## config.mk

```make
export PLATFORM = sky130hd
export DESIGN_NAME = fetch_unit
export DESIGN_NICKNAME = d
export VERILOG_FILES = /design/src/rtl/fetch_pkg.sv /design/src/rtl/fetch_fifo.sv /design/src/rtl/fetch_unit.sv
export SDC_FILE = /design/constraint.sdc
export NUM_CORES = 1
export LEC_CHECK = 0
export ABC_CLOCK_PERIOD_IN_PS = 8800
export CAP_MARGIN = 30
export CELL_PAD_IN_SITES_DETAIL_PLACEMENT = 0
export CELL_PAD_IN_SITES_GLOBAL_PLACEMENT = 1
export CORE_ASPECT_RATIO = 1.4
export CORE_UTILIZATION = 49
export DETAILED_ROUTE_END_ITERATION = 16
export PLACE_DENSITY_LB_ADDON = 0.1
export SYNTH_ARGS = -nofsm -noshare
export SYNTH_HDL_FRONTEND = slang
export SYNTH_SLANG_ARGS = --single-unit
```

## constraint.sdc

```tcl
create_clock -name clk -period 8.8 [get_ports clk]
set_input_delay 1.76 -clock clk [delete_from_list [all_inputs] [get_ports clk]]
set_output_delay 1.76 -clock clk [all_outputs]
set_load 0.1 [all_outputs]
```

## src/rtl/fetch_pkg.sv

```systemverilog
`default_nettype none
// ============================================================================
// Module      : fetch_pkg
// Description : Shared widths, constants and the prefetch entry type for the
//               instruction-fetch stage.
// Revision    : 1.0 - initial release
// ============================================================================
package fetch_pkg;

    localparam int ADDR_W = 32;
    localparam int INST_W = 32;

    localparam logic [ADDR_W-1:0] PC_STEP = 32'd4;
    localparam logic [INST_W-1:0] NOP     = 32'h0000_0013;

    // One prefetched instruction together with the address it came from.
    typedef struct packed {
        logic [ADDR_W-1:0] pc;
        logic [INST_W-1:0] word;
    } fetch_entry_t;

endpackage
`default_nettype wire

```

## src/rtl/fetch_fifo.sv

```systemverilog
`default_nettype none
// ============================================================================
// Module      : fetch_fifo
// Description : Small synchronous FIFO of fetch entries with push, pop and a
//               single-cycle flush. Flush overrides push and pop. Popping an
//               empty FIFO is ignored, and there is no push-to-head bypass.
// Revision    : 1.0 - initial release
// ============================================================================
module fetch_fifo
    import fetch_pkg::*;
#(
    parameter int DEPTH = 4
) (
    input  logic                   clk,
    input  logic                   reset,
    input  logic                   push,
    input  fetch_entry_t           push_data,
    input  logic                   pop,
    input  logic                   flush,
    output logic [$clog2(DEPTH):0] count,
    output fetch_entry_t           head
);

    localparam int PTR_W = $clog2(DEPTH);
    localparam int CNT_W = PTR_W + 1;

    fetch_entry_t     r_mem [DEPTH];
    logic [PTR_W-1:0] r_rd_ptr;
    logic [PTR_W-1:0] r_wr_ptr;
    logic [CNT_W-1:0] r_count;
    logic             w_push;
    logic             w_pop;

    assign w_push = push && !flush;
    assign w_pop  = pop && (r_count != '0) && !flush;
    assign count  = r_count;
    assign head   = r_mem[r_rd_ptr];

    // Pointer and occupancy tracking; flush empties the FIFO in one cycle.
    always_ff @(posedge clk or negedge reset) begin
        if (!reset) begin
            r_rd_ptr <= '0;
            r_wr_ptr <= '0;
            r_count  <= '0;
        end else if (flush) begin
            r_rd_ptr <= '0;
            r_wr_ptr <= '0;
            r_count  <= '0;
        end else begin
            if (w_push) begin
                r_wr_ptr <= r_wr_ptr + PTR_W'(1);
            end
            if (w_pop) begin
                r_rd_ptr <= r_rd_ptr + PTR_W'(1);
            end
            r_count <= r_count + CNT_W'(w_push) - CNT_W'(w_pop);
        end
    end

    // Storage array. Contents beyond the occupancy are never presented.
    always_ff @(posedge clk) begin
        if (w_push) begin
            r_mem[r_wr_ptr] <= push_data;
        end
    end

    // Upstream credit accounting must keep a push from landing on a full FIFO.
    a_no_overflow: assert property (@(posedge clk) disable iff (!reset)
        !(w_push && !w_pop && (r_count == CNT_W'(DEPTH))));

endmodule
`default_nettype wire

```

## src/rtl/fetch_unit.sv

```systemverilog
`default_nettype none
// ============================================================================
// Module      : fetch_unit
// Description : Instruction-fetch stage. Issues credit-limited pipelined
//               requests to a variable-latency instruction memory, buffers
//               responses in a prefetch FIFO and hands them to the datapath
//               with valid/ready. Redirects flush the FIFO and drop stale
//               in-flight responses.
//               Optional: define FETCH_PERF_EN to add saturating starvation
//               and dropped-response counters.
// Revision    : 1.0 - initial release
// ============================================================================
module fetch_unit
    import fetch_pkg::*;
#(
    parameter int          DEPTH    = 4,
    parameter logic [31:0] RESET_PC = 32'h0000_0000
) (
    input  logic        clk,
    input  logic        reset,
    output logic        imem_req_valid,
    input  logic        imem_req_ready,
    output logic [31:0] imem_req_addr,
    input  logic        imem_resp_valid,
    input  logic [31:0] imem_resp_data,
    output logic        inst_valid,
    input  logic        inst_ready,
    output logic [31:0] inst_word,
    output logic [31:0] inst_pc,
`ifdef FETCH_PERF_EN
    output logic [31:0] perf_starve_cnt,
    output logic [31:0] perf_drop_cnt,
`endif
    input  logic        redirect_valid,
    input  logic [31:0] redirect_pc
);

    localparam int             CNT_W        = $clog2(DEPTH) + 1;
    localparam logic [CNT_W:0] c_credit_lim = (CNT_W + 1)'(DEPTH);

    logic              r_run;
    logic [ADDR_W-1:0] r_fetch_pc;
    logic [ADDR_W-1:0] r_resp_pc;
    logic [CNT_W-1:0]  r_outstanding;
    logic [CNT_W-1:0]  r_drop_cnt;
    logic [CNT_W-1:0]  w_count;
    logic [CNT_W-1:0]  w_outstanding_nxt;
    logic [ADDR_W-1:0] w_redirect_target;
    logic              w_req_fire;
    logic              w_resp_drop;
    logic              w_push;
    logic              w_pop;
    logic              w_unused;
    fetch_entry_t      w_push_entry;
    fetch_entry_t      w_head;

    assign w_redirect_target = {redirect_pc[31:2], 2'b00};
    assign w_unused          = &{1'b0, redirect_pc[1:0]};

    // Buffered plus in-flight words may never exceed the FIFO size, so every
    // response that is not dropped is guaranteed a slot.
    assign imem_req_valid = r_run && !redirect_valid &&
                            (({1'b0, w_count} + {1'b0, r_outstanding}) < c_credit_lim);
    assign imem_req_addr  = r_fetch_pc;
    assign w_req_fire     = imem_req_valid && imem_req_ready;

    // Responses in the redirect cycle belong to the old stream.
    assign w_resp_drop  = imem_resp_valid && (redirect_valid || (r_drop_cnt != '0));
    assign w_push       = imem_resp_valid && !w_resp_drop;
    assign w_push_entry = '{pc: r_resp_pc, word: imem_resp_data};

    assign inst_valid = (w_count != '0);
    assign inst_word  = inst_valid ? w_head.word : '0;
    assign inst_pc    = inst_valid ? w_head.pc   : '0;
    assign w_pop      = inst_valid && inst_ready && !redirect_valid;

    assign w_outstanding_nxt = r_outstanding + CNT_W'(w_req_fire) - CNT_W'(imem_resp_valid);

    fetch_fifo #(
        .DEPTH (DEPTH)
    ) u_fifo (
        .clk       (clk),
        .reset     (reset),
        .push      (w_push),
        .push_data (w_push_entry),
        .pop       (w_pop),
        .flush     (redirect_valid),
        .count     (w_count),
        .head      (w_head)
    );

    // PC generation, outstanding-request credit and stale-response drop count.
    always_ff @(posedge clk or negedge reset) begin
        if (!reset) begin
            r_run         <= 1'b0;
            r_fetch_pc    <= RESET_PC;
            r_resp_pc     <= RESET_PC;
            r_outstanding <= '0;
            r_drop_cnt    <= '0;
        end else begin
            r_run         <= 1'b1;
            r_outstanding <= w_outstanding_nxt;
            if (redirect_valid) begin
                // Everything still in flight after this cycle is stale.
                r_fetch_pc <= w_redirect_target;
                r_resp_pc  <= w_redirect_target;
                r_drop_cnt <= w_outstanding_nxt;
            end else begin
                if (w_req_fire) begin
                    r_fetch_pc <= r_fetch_pc + PC_STEP;
                end
                if (w_push) begin
                    r_resp_pc <= r_resp_pc + PC_STEP;
                end
                if (w_resp_drop) begin
                    r_drop_cnt <= r_drop_cnt - CNT_W'(1);
                end
            end
        end
    end

`ifdef FETCH_PERF_EN
    logic [31:0] r_perf_starve;
    logic [31:0] r_perf_drop;

    assign perf_starve_cnt = r_perf_starve;
    assign perf_drop_cnt   = r_perf_drop;

    // Saturating counts of starved cycles and discarded responses.
    always_ff @(posedge clk or negedge reset) begin
        if (!reset) begin
            r_perf_starve <= '0;
            r_perf_drop   <= '0;
        end else begin
            if (!inst_valid && (r_perf_starve != '1)) begin
                r_perf_starve <= r_perf_starve + 32'd1;
            end
            if (w_resp_drop && (r_perf_drop != '1)) begin
                r_perf_drop <= r_perf_drop + 32'd1;
            end
        end
    end
`endif

endmodule
`default_nettype wire

```

==> results of run 1 <==
==> worst max path at each step <==
stage                                   from        endpoint  slack [ns]  depth (start not counted)
final                     u_fifo.r_rd_ptr[0]     inst_pc[21]        3.24                          4
after CTS                 u_fifo.r_rd_ptr[0]     inst_pc[26]        3.06                          4
after floorplan               redirect_valid  imem_req_valid        4.18                          2
after detailed placement      redirect_valid  imem_req_valid        3.49                          4
after global routing      u_fifo.r_rd_ptr[0]     inst_pc[18]        2.96                          4
after global placement        redirect_valid  imem_req_valid        3.48                          4
==> layout by cell type (no fill, tap or decap), types with 4 or more instances in the layout <==
master             n
o311ai_1           4
edfxtp_1         248
nor3_1             6
clkbuf_16         31
dfrtp_1           72
ha_1              14
and2_1            66
and4_1             5
mux2_2             4
nand2_1           64
o21ai_0           45
conb_1             5
nand3_1           42
nor4_1             5
mux4_2            62
nor2_1            29
a21oi_1            8
o211ai_1          16
xnor2_1           13
or3_1              5
a31oi_1            6
and3_1             9
clkinv_1           5
buf_4              9
clkbuf_1          12
nand4_1           11
inv_1             13
xor2_1            24
clkdlybuf4s50_1  159
and3_2             4
==> power groups by stage <==
stage               combinational [W]  clock [W]  sequential, W
global route                  0.00222    0.00127        0.00188
finish                        0.00212    0.00119        0.00186
floorplan                     0.00155          0        0.00197
detailed placement            0.00215          0        0.00190
global placement              0.00213          0        0.00189
CTS                           0.00215    0.00122        0.00187
==> registers in the layout, summed over array words and instances, names as in the netlist <==
name / count
u_fifo.r_mem: 248
u_fifo.r_wr_ptr: 2
r_outstanding: 3
u_fifo.r_rd_ptr: 2
r_run: 1
r_resp_pc: 30
u_fifo.count: 3
imem_req_addr: 30
r_drop_cnt: 3
==> stage by stage <==
stage	hold slack, ns	setup slack, ns	instances	power, W
final	0.5331	3.237	1408	0.005169
after global routing	0.5801	2.959	1408	0.005373
after CTS	0.5386	3.064	1408	0.005240
after detailed placement	0.5211	3.494	1353	0.004047
after global placement	0.5241	3.484	1352	0.004023
after floorplan	0.4842	4.184	858	0.003527
==> layout make-up <==
type	count	area share (%)
flip-flops and latches	322	56.50
multi-input cells	480	24.59
repair buffers	171	10.30
clock buffers	46	5.235
well taps	365	2.773
inverters	15	0.3419
clock inverters	9	0.2583
==> routing by layer <==
metal / share of wire [%] / track usage, % / up-vias / wire [um]
met2: 52 / 36.27 / 188 / 14340
li1: - / - / 3604 / -
met4: 1.7 / 5.257 / 0 / 482
met3: 4.2 / 2.455 / 31 / 1167
met1: 42 / 25.97 / 3939 / 11690
met5: 0 / 0 / - / 0
==> logic make-up (layout without fill, tap and decap cells) <==
logic type	after synthesis	in the layout
buffers and inverters	56	241
adder cells (fa/ha/maj)	16	16
other	2	5
multiplexers	67	67
AND/OR/NAND/NOR	266	266
flip-flops	322	322
AO/OA/AOI/OAI	89	89
XOR/XNOR	37	37
==> impl_metrics.ini, run 1 <==
[global_routing]
antenna_found_initial = 0
grt_pass1_wl_mm = 43.75
track_usage_pct = 20.24
grt_max_degree = 67
first_global_vias = 8107
grt_overflow = 0

[power]
vdd_drop_max_mv = 0.1709
p_sw_w = 0.002156
power_frac_clock_pct = 22.9
power_frac_seq_pct = 36.0
swShare_pct = 41.70
power_frac_comb_pct = 41.0
leakagePower_nw = 5.577
pwr_density_cell_nw_per_um2 = 313.9
intPower_w = 0.003014

[cells_and_area]
final_util_pct = 60.78
multi_input_area_um2 = 4050
register_area_um2 = 9304
design_area_um2 = 16470
areaGrowthSynthToFinish_pct = 21.30
final_nets = 1106
antennaDiodeCount = 0
drive_gt1_share_pct = 13.14
fillCellCount = 2142

[setup_path]
arrival_ns = 3.80
critical-path-max-stage-delay_ns = 0.99
crit_chain = buf_4 -> mux4_2 -> and2_1 -> clkdlybuf4s50_1
crit_slowest_cell = clkdlybuf4s50_1
worstReg2RegEnd = r_drop_cnt[2]
crit_family = buffers and inverters
crit_required_ns = 7.04
r2r_slack_ns = 5.14
path_class = register to output pin
r2r_cells = 12
worst-path-buf-inv = 2
cp-end-kind = output pin
startpoint_type = register
reg2reg_from = r_outstanding[2]
critPathMaxFanout = 43

[yosys]
synth_xor_area_share_pct = 2.387
synth_top_flop_cell = edfxtp_1
netlist_instances = 855
synth-simple-area-share_pct = 10.99
ys_ff_latch = 322
synthAdderAreaFrac_pct = 1.585
synthMuxAreaShare_pct = 10.69
synth_top_area_share_pct = 54.85
synth_area_um2 = 13580
yosys-top-cells-count = edfxtp_1, dfrtp_1, and2_1
ys_top_cells_by_area = edfxtp_1, dfrtp_1, mux4_2
ys_warn_count = 0
synth_edf_count = 248
netlist.top_cell.by_area = edfxtp_1
yosys.cell_types.count = 51
synth_compound_area_share_pct = 3.990
postSynthAreaPerCell_um2 = 15.88
ys_seq_area_share_pct = 68.49
synth.most_common_cell = edfxtp_1
synth-async-reset-ratio_pct = 22.98
synth_top_family_by_area = simple AND/OR/NAND/NOR gates

[detailed_routing]
drc_errors = 0
drtIter0Drc = 427
vias_per_cell = 5.513
avgRoutedWirePerCell_um = 19.65
drtPass1Iterations = 4
vias = 7762
ant_nets = 0
route.final.wire_length_mm = 27.67

[timing]
finalCritPeriodShare_pct = 63.22
finalSetupViolCount = 0
worst_pin_slew_ns = 1.047
fin_crit_ns = 5.563
fmax_mhz = 179.7
max_slew_margin_pct = 29.95
final-max-slew-violation-count = 0
hold_viol = 0
tns_ns = 0
clock_skew_ns = 0.008947
rsz0062_at_grt = false

[floorplan]
coreArea_um2 = 27090
die_h_um = 199.0
start_util_pct = 50.11
die_width_um = 142.7
io_pins = 168
die-area_um2 = 28390
rows = 71

[clock_network]
cts_setup_buffers = 0
cts_sinks = 322
clk_latency_ns = 0.54
h-tree-depth = 1
postCtsResizedCells = 0
cts_buffers = 30
clockBufferDepth = 3
ctsHoldBuffers = 0
clkTransAtPathRegs_ns = 0.06
cts_root_buffer = clkbuf_16
cts_tree = built

[placed_design]
gp_congestion = 0.8915
numPortBuffers = 161
dpl-instance-area_um2 = 15560
dpl.hpwl_mm = 17.12

[hold_path]
worstHoldEndpoint = imem_req_addr[19]
min_from = imem_req_addr[19]
hold_depth = 1
min_path_type = register to register

[outcome]
outcome = completed

[run]
maxCapViolCount = 0
Note: power is estimated with default switching activity, not from simulation.
==> run 2: changes to the inputs <==
Settings changed: ABC_CLOCK_PERIOD_IN_PS 8800 to 5450, CORE_UTILIZATION 49 to 47.
Clock period 8.8 ns to 5.45 ns, I/O delays scaled along.
==> impl_metrics.ini, run 2 (synthesis gave the netlist of run 1 again) <==
[outcome]
outcome = completed

[cells_and_area]
top_register = u_fifo.r_mem
drive_gt1_share_pct = 13.73
areaGrowthSynthToFinish_pct = 22.00
stdcell_count = 1424
final_common_cell = edfxtp_1
final_cell_mix = edfxtp_1, clkdlybuf4s50_1, dfrtp_1, and2_1, nand2_1
design_area_um2 = 16560
antennaDiodeCount = 0
final_nets = 1113
fillCellCount = 2269
largest_reg_flops = 248

[timing]
max_slew_margin_pct = 30.77
rsz0062_at_grt = false
final-max-slew-violation-count = 0
finalCritPeriodShare_pct = 82.75
hold_viol = 0
worst_pin_slew_ns = 1.035
fin_crit_ns = 4.510
fmax_mhz = 221.7
finalSetupViolCount = 0
tns_ns = 0
clock_skew_ns = 0.01510

[global_routing]
track_usage_pct = 19.67
grt_max_degree = 67
antenna_found_initial = 0
grt_pass1_wl_mm = 44.84
grt_overflow = 0
first_global_vias = 8122

[power]
swShare_pct = 41.74
power_frac_comb_pct = 41.3
leakagePower_nw = 5.628
p_sw_w = 0.003501
pwr_density_cell_nw_per_um2 = 506.4
power_frac_clock_pct = 22.8
vdd_drop_max_mv = 0.2469
power_frac_seq_pct = 35.9
intPower_w = 0.004887

[setup_path]
cp-end-kind = output pin
path_class = register to output pin
crit_chain = buf_4 -> mux4_2 -> and2_1 -> clkdlybuf4s50_1
critPathMaxFanout = 28
crit_required_ns = 4.36
crit_slowest_cell = clkdlybuf4s50_1
critical-path-max-stage-delay_ns = 0.96
startpoint_type = register
arrival_ns = 3.42

[detailed_routing]
drc_errors = 0
vias_per_cell = 5.466
ant_nets = 0
drtIter0Drc = 455
route.final.wire_length_mm = 28.17
avgRoutedWirePerCell_um = 19.79
drtPass1Iterations = 5
vias = 7784

[clock_network]
ctsHoldBuffers = 0
cts_root_buffer = clkbuf_16
clkTransAtPathRegs_ns = 0.06
cts_setup_buffers = 0
clk_latency_ns = 0.55
cts_buffers = 29
h-tree-depth = 1
cts_tree = built
postCtsResizedCells = 0
cts_sinks = 322
clockBufferDepth = 3

[run]
maxCapViolCount = 0

[placed_design]
dpl.hpwl_mm = 18.37
dpl.cell_count = 1371
dpl-instance-area_um2 = 15680
gp_congestion = 0.8518
numPortBuffers = 161

[floorplan]
rows = 73
io_pins = 168
die_h_um = 203.1
start_util_pct = 47.80
die_width_um = 145.6
coreArea_um2 = 28410
die-area_um2 = 29580

[hold_path]
min_path_type = input port to async pin
## run 2: metal layers
layer,vias up,GRT usage [%],wire length [um]
li1,3610,-,-
met1,3924,25.21,11850
met2,211,34.75,14490
met3,39,2.494,1157
met4,0,6.353,680
met5,-,0,0
## run 2: path summary, 6_finish.rpt
| check | start | to | slack [ns] | cells past startpoint |
|---|---|---|---|---|
| max in group asynchronous | reset | u_fifo.r_rd_ptr[0] | 3.85 | 2 |
| hold / removal | reset | imem_req_addr[25] | 0.39 | 1 |
| setup reg to reg | u_fifo.count[1] | u_fifo.count[2] | 2.28 | 11 |
| setup / recovery | u_fifo.r_rd_ptr[0] | inst_word[27] | 0.94 | 4 |
| hold reg to reg | imem_req_addr[19] | imem_req_addr[19] | 0.53 | 1 |
| min in group clk | imem_req_addr[19] | imem_req_addr[19] | 0.53 | 1 |
## run 2: critical path: cells and delay by family (launching register included)
kind,cells,cell delay [ns]
mux,1,0.52
simple gates,1,0.19
flops,1,0.82
buf+inv,2,1.33
## run 2: layout make-up
cell class / count / area, um^2 / share of cell area, %
clock inverter: 10 / 76.32 / 0.4608
multi-input combinational: 480 / 4050 / 24.45
tap: 375 / 469.2 / 2.833
clock buffer: 43 / 808.3 / 4.880
inverter: 15 / 56.30 / 0.3399
timing repair buffer: 179 / 1799 / 10.86
sequential: 322 / 9304 / 56.17
## run 2: power groups by stage
stage / Combinational (W) / Sequential [W] / Clock [W]
3_5_place_dp: 0.00350 / 0.00307 / 0
5_1_grt: 0.00363 / 0.00305 / 0.00205
6_report: 0.00346 / 0.00302 / 0.00191
2_1_floorplan: 0.00251 / 0.00319 / 0
4_1_cts: 0.00351 / 0.00302 / 0.00197
3_3_place_gp: 0.00345 / 0.00307 / 0
## run 2: per-stage QoR
stage               power, W  util (%)  worst slack [ns]  hold slack [ns]
floorplan           0.005694         -             1.980           0.4842
global placement    0.006518     55.00             1.439           0.5371
detailed placement  0.006574     55.20             1.439           0.5280
CTS                 0.008500     58.31            0.8339           0.3744
global route        0.008727     58.31            0.7394           0.3925
finish              0.008388     58.31            0.9399           0.3910
==> run 3: changes to the inputs <==
Settings changed: ABC_CLOCK_PERIOD_IN_PS 5450 to 4400.
Clock period 5.45 ns to 4.4 ns, I/O delays scaled along.
==> impl_metrics.ini, run 3 (synthesis gave the netlist of run 1 again) <==
[floorplan]
die_width_um = 145.6
coreArea_um2 = 28410
die_h_um = 203.1
start_util_pct = 47.80
die-area_um2 = 29580
rows = 73
io_pins = 168

[setup_path]
crit_slowest_cell = dfrtp_4
r2r_cells = 10
crit_chain = buf_4 -> mux4_2 -> and2_1 -> buf_4
path_class = register to output pin
startpoint_type = register
arrival_ns = 2.66
cp-end-kind = output pin
crit_family = flip-flops
crit_path_frequent_cell = buf_4
crit_required_ns = 3.52
worst-path-buf-inv = 2
critical-path-max-stage-delay_ns = 0.81
critPathMaxFanout = 29
cp.depth = 4

[cells_and_area]
final_nets = 1114
areaGrowthSynthToFinish_pct = 21.50
final_cell_mix = edfxtp_1, clkdlybuf4s50_1, buf_4, dfrtp_1, and2_1
final_common_cell = edfxtp_1
largest_reg_flops = 248
fillCellCount = 2249
top_register = u_fifo.r_mem
drive_gt1_share_pct = 20.46
antennaDiodeCount = 0

[timing]
fin_hold_ws_ns = 0.4204
fmax_mhz = 282.6
final-max-slew-violation-count = 0
max_slew_margin_pct = 34.38
worst_pin_slew_ns = 0.9812
hold_viol = 0
tns_ns = 0
fin_crit_ns = 3.538
finalSetupViolCount = 0
clock_skew_ns = 0.01535
finalCritPeriodShare_pct = 80.42
fin_ws_ns = 0.8617
rsz0062_at_grt = false

[placed_design]
gp_congestion = 0.8360
numPortBuffers = 161
dp_slack_ns = 1.150
dpl.hpwl_mm = 17.96

[power]
power_frac_clock_pct = 23.7
power_frac_comb_pct = 40.3
p_sw_w = 0.004327
leakagePower_nw = 5.770
vdd_drop_max_mv = 0.2958
intPower_w = 0.006025
swShare_pct = 41.80
pwr_density_cell_nw_per_um2 = 627.5
power_frac_seq_pct = 36.1

[run]
maxCapViolCount = 0

[clock_network]
clk_latency_ns = 0.55
cts_setup_buffers = 0
h-tree-depth = 1
clkTransAtPathRegs_ns = 0.07
cts_tree = built
postCtsResizedCells = 0
cts_buffers = 29
cts_root_buffer = clkbuf_16
cts_sinks = 322
clockBufferDepth = 3
ctsHoldBuffers = 0

[detailed_routing]
drtIter0Drc = 445
vias_per_cell = 5.499
route.final.wire_length_mm = 28.01
ant_nets = 0
vias = 7842
drtPass1Iterations = 4
drc_errors = 0
avgRoutedWirePerCell_um = 19.64

[outcome]
outcome = completed

[global_routing]
first_global_vias = 8068
antenna_found_initial = 0
grt_max_degree = 63
grt_pass1_wl_mm = 45.01
grt_overflow = 0
track_usage_pct = 19.68

[hold_path]
min_path_type = input port to async pin
[run 3: cell count changes in the layout (fill, tap and decap cells not counted)]
cell / before / now
clkbuf_8: 3 / 4
buf_4: 15 / 75
clkinv_2: 1 / 4
clkinvlp_2: 1 / 2
clkinv_1: 6 / 4
clkbuf_1: 11 / 7
bufinv_16: 1 / 2
buf_12: 2 / 8
clkinvlp_4: 0 / 2
clkinv_4: 1 / 0
clkdlybuf4s50_1: 158 / 95
buf_16: 2 / 0
[run 3: final timing paths]
kind	start	end	slack, ns
min reg2reg	imem_req_addr[19]	imem_req_addr[19]	0.53
max	u_fifo.r_rd_ptr[0]	inst_pc[12]	0.86
min	reset	imem_req_addr[26]	0.42
max reg2reg	u_fifo.count[1]	u_fifo.count[2]	1.78
min in group clk	imem_req_addr[19]	imem_req_addr[19]	0.53
max in group asynchronous	reset	r_resp_pc[9]	3.07
[run 3: final cells by class]
type,instances,area [um^2],share of cell area [%]
clock buffer,40,807.0,4.892
clock inverter,14,125.1,0.7585
inverter,15,56.30,0.3413
multi-input combinational,480,4050,24.55
sequential,322,9304,56.40
tap,375,469.2,2.844
timing repair buffer,180,1684,10.21
[run 3: per-layer routing]
| metal | global-route usage (%) | share of wire, % |
|---|---|---|
| met2 | 34.03 | 50 |
| met4 | 6.090 | 1.9 |
| met1 | 25.80 | 43 |
| met3 | 2.787 | 4.8 |
| met5 | 0 | 0 |
[run 3: power groups by stage]
| stage | logic [W] | clock network [W] | registers (W) |
|---|---|---|---|
| after CTS | 0.00422 | 0.00252 | 0.00374 |
| after detailed placement | 0.00422 | 0 | 0.00380 |
| final | 0.00417 | 0.00245 | 0.00373 |
| after global placement | 0.00418 | 0 | 0.00380 |
| after global routing | 0.00437 | 0.00263 | 0.00377 |
| after floorplan | 0.00311 | 0 | 0.00395 |
[run 3: metrics by stage]
step	instance area [um^2]	power, W	utilization, %	instances
global placement	15540	0.007981	54.72	1371
CTS	16500	0.01048	58.07	1426
floorplan	13590	0.007053	-	858
detailed placement	15560	0.008021	54.79	1372
finish	16500	0.01035	58.07	1426
global route	16500	0.01077	58.07	1426
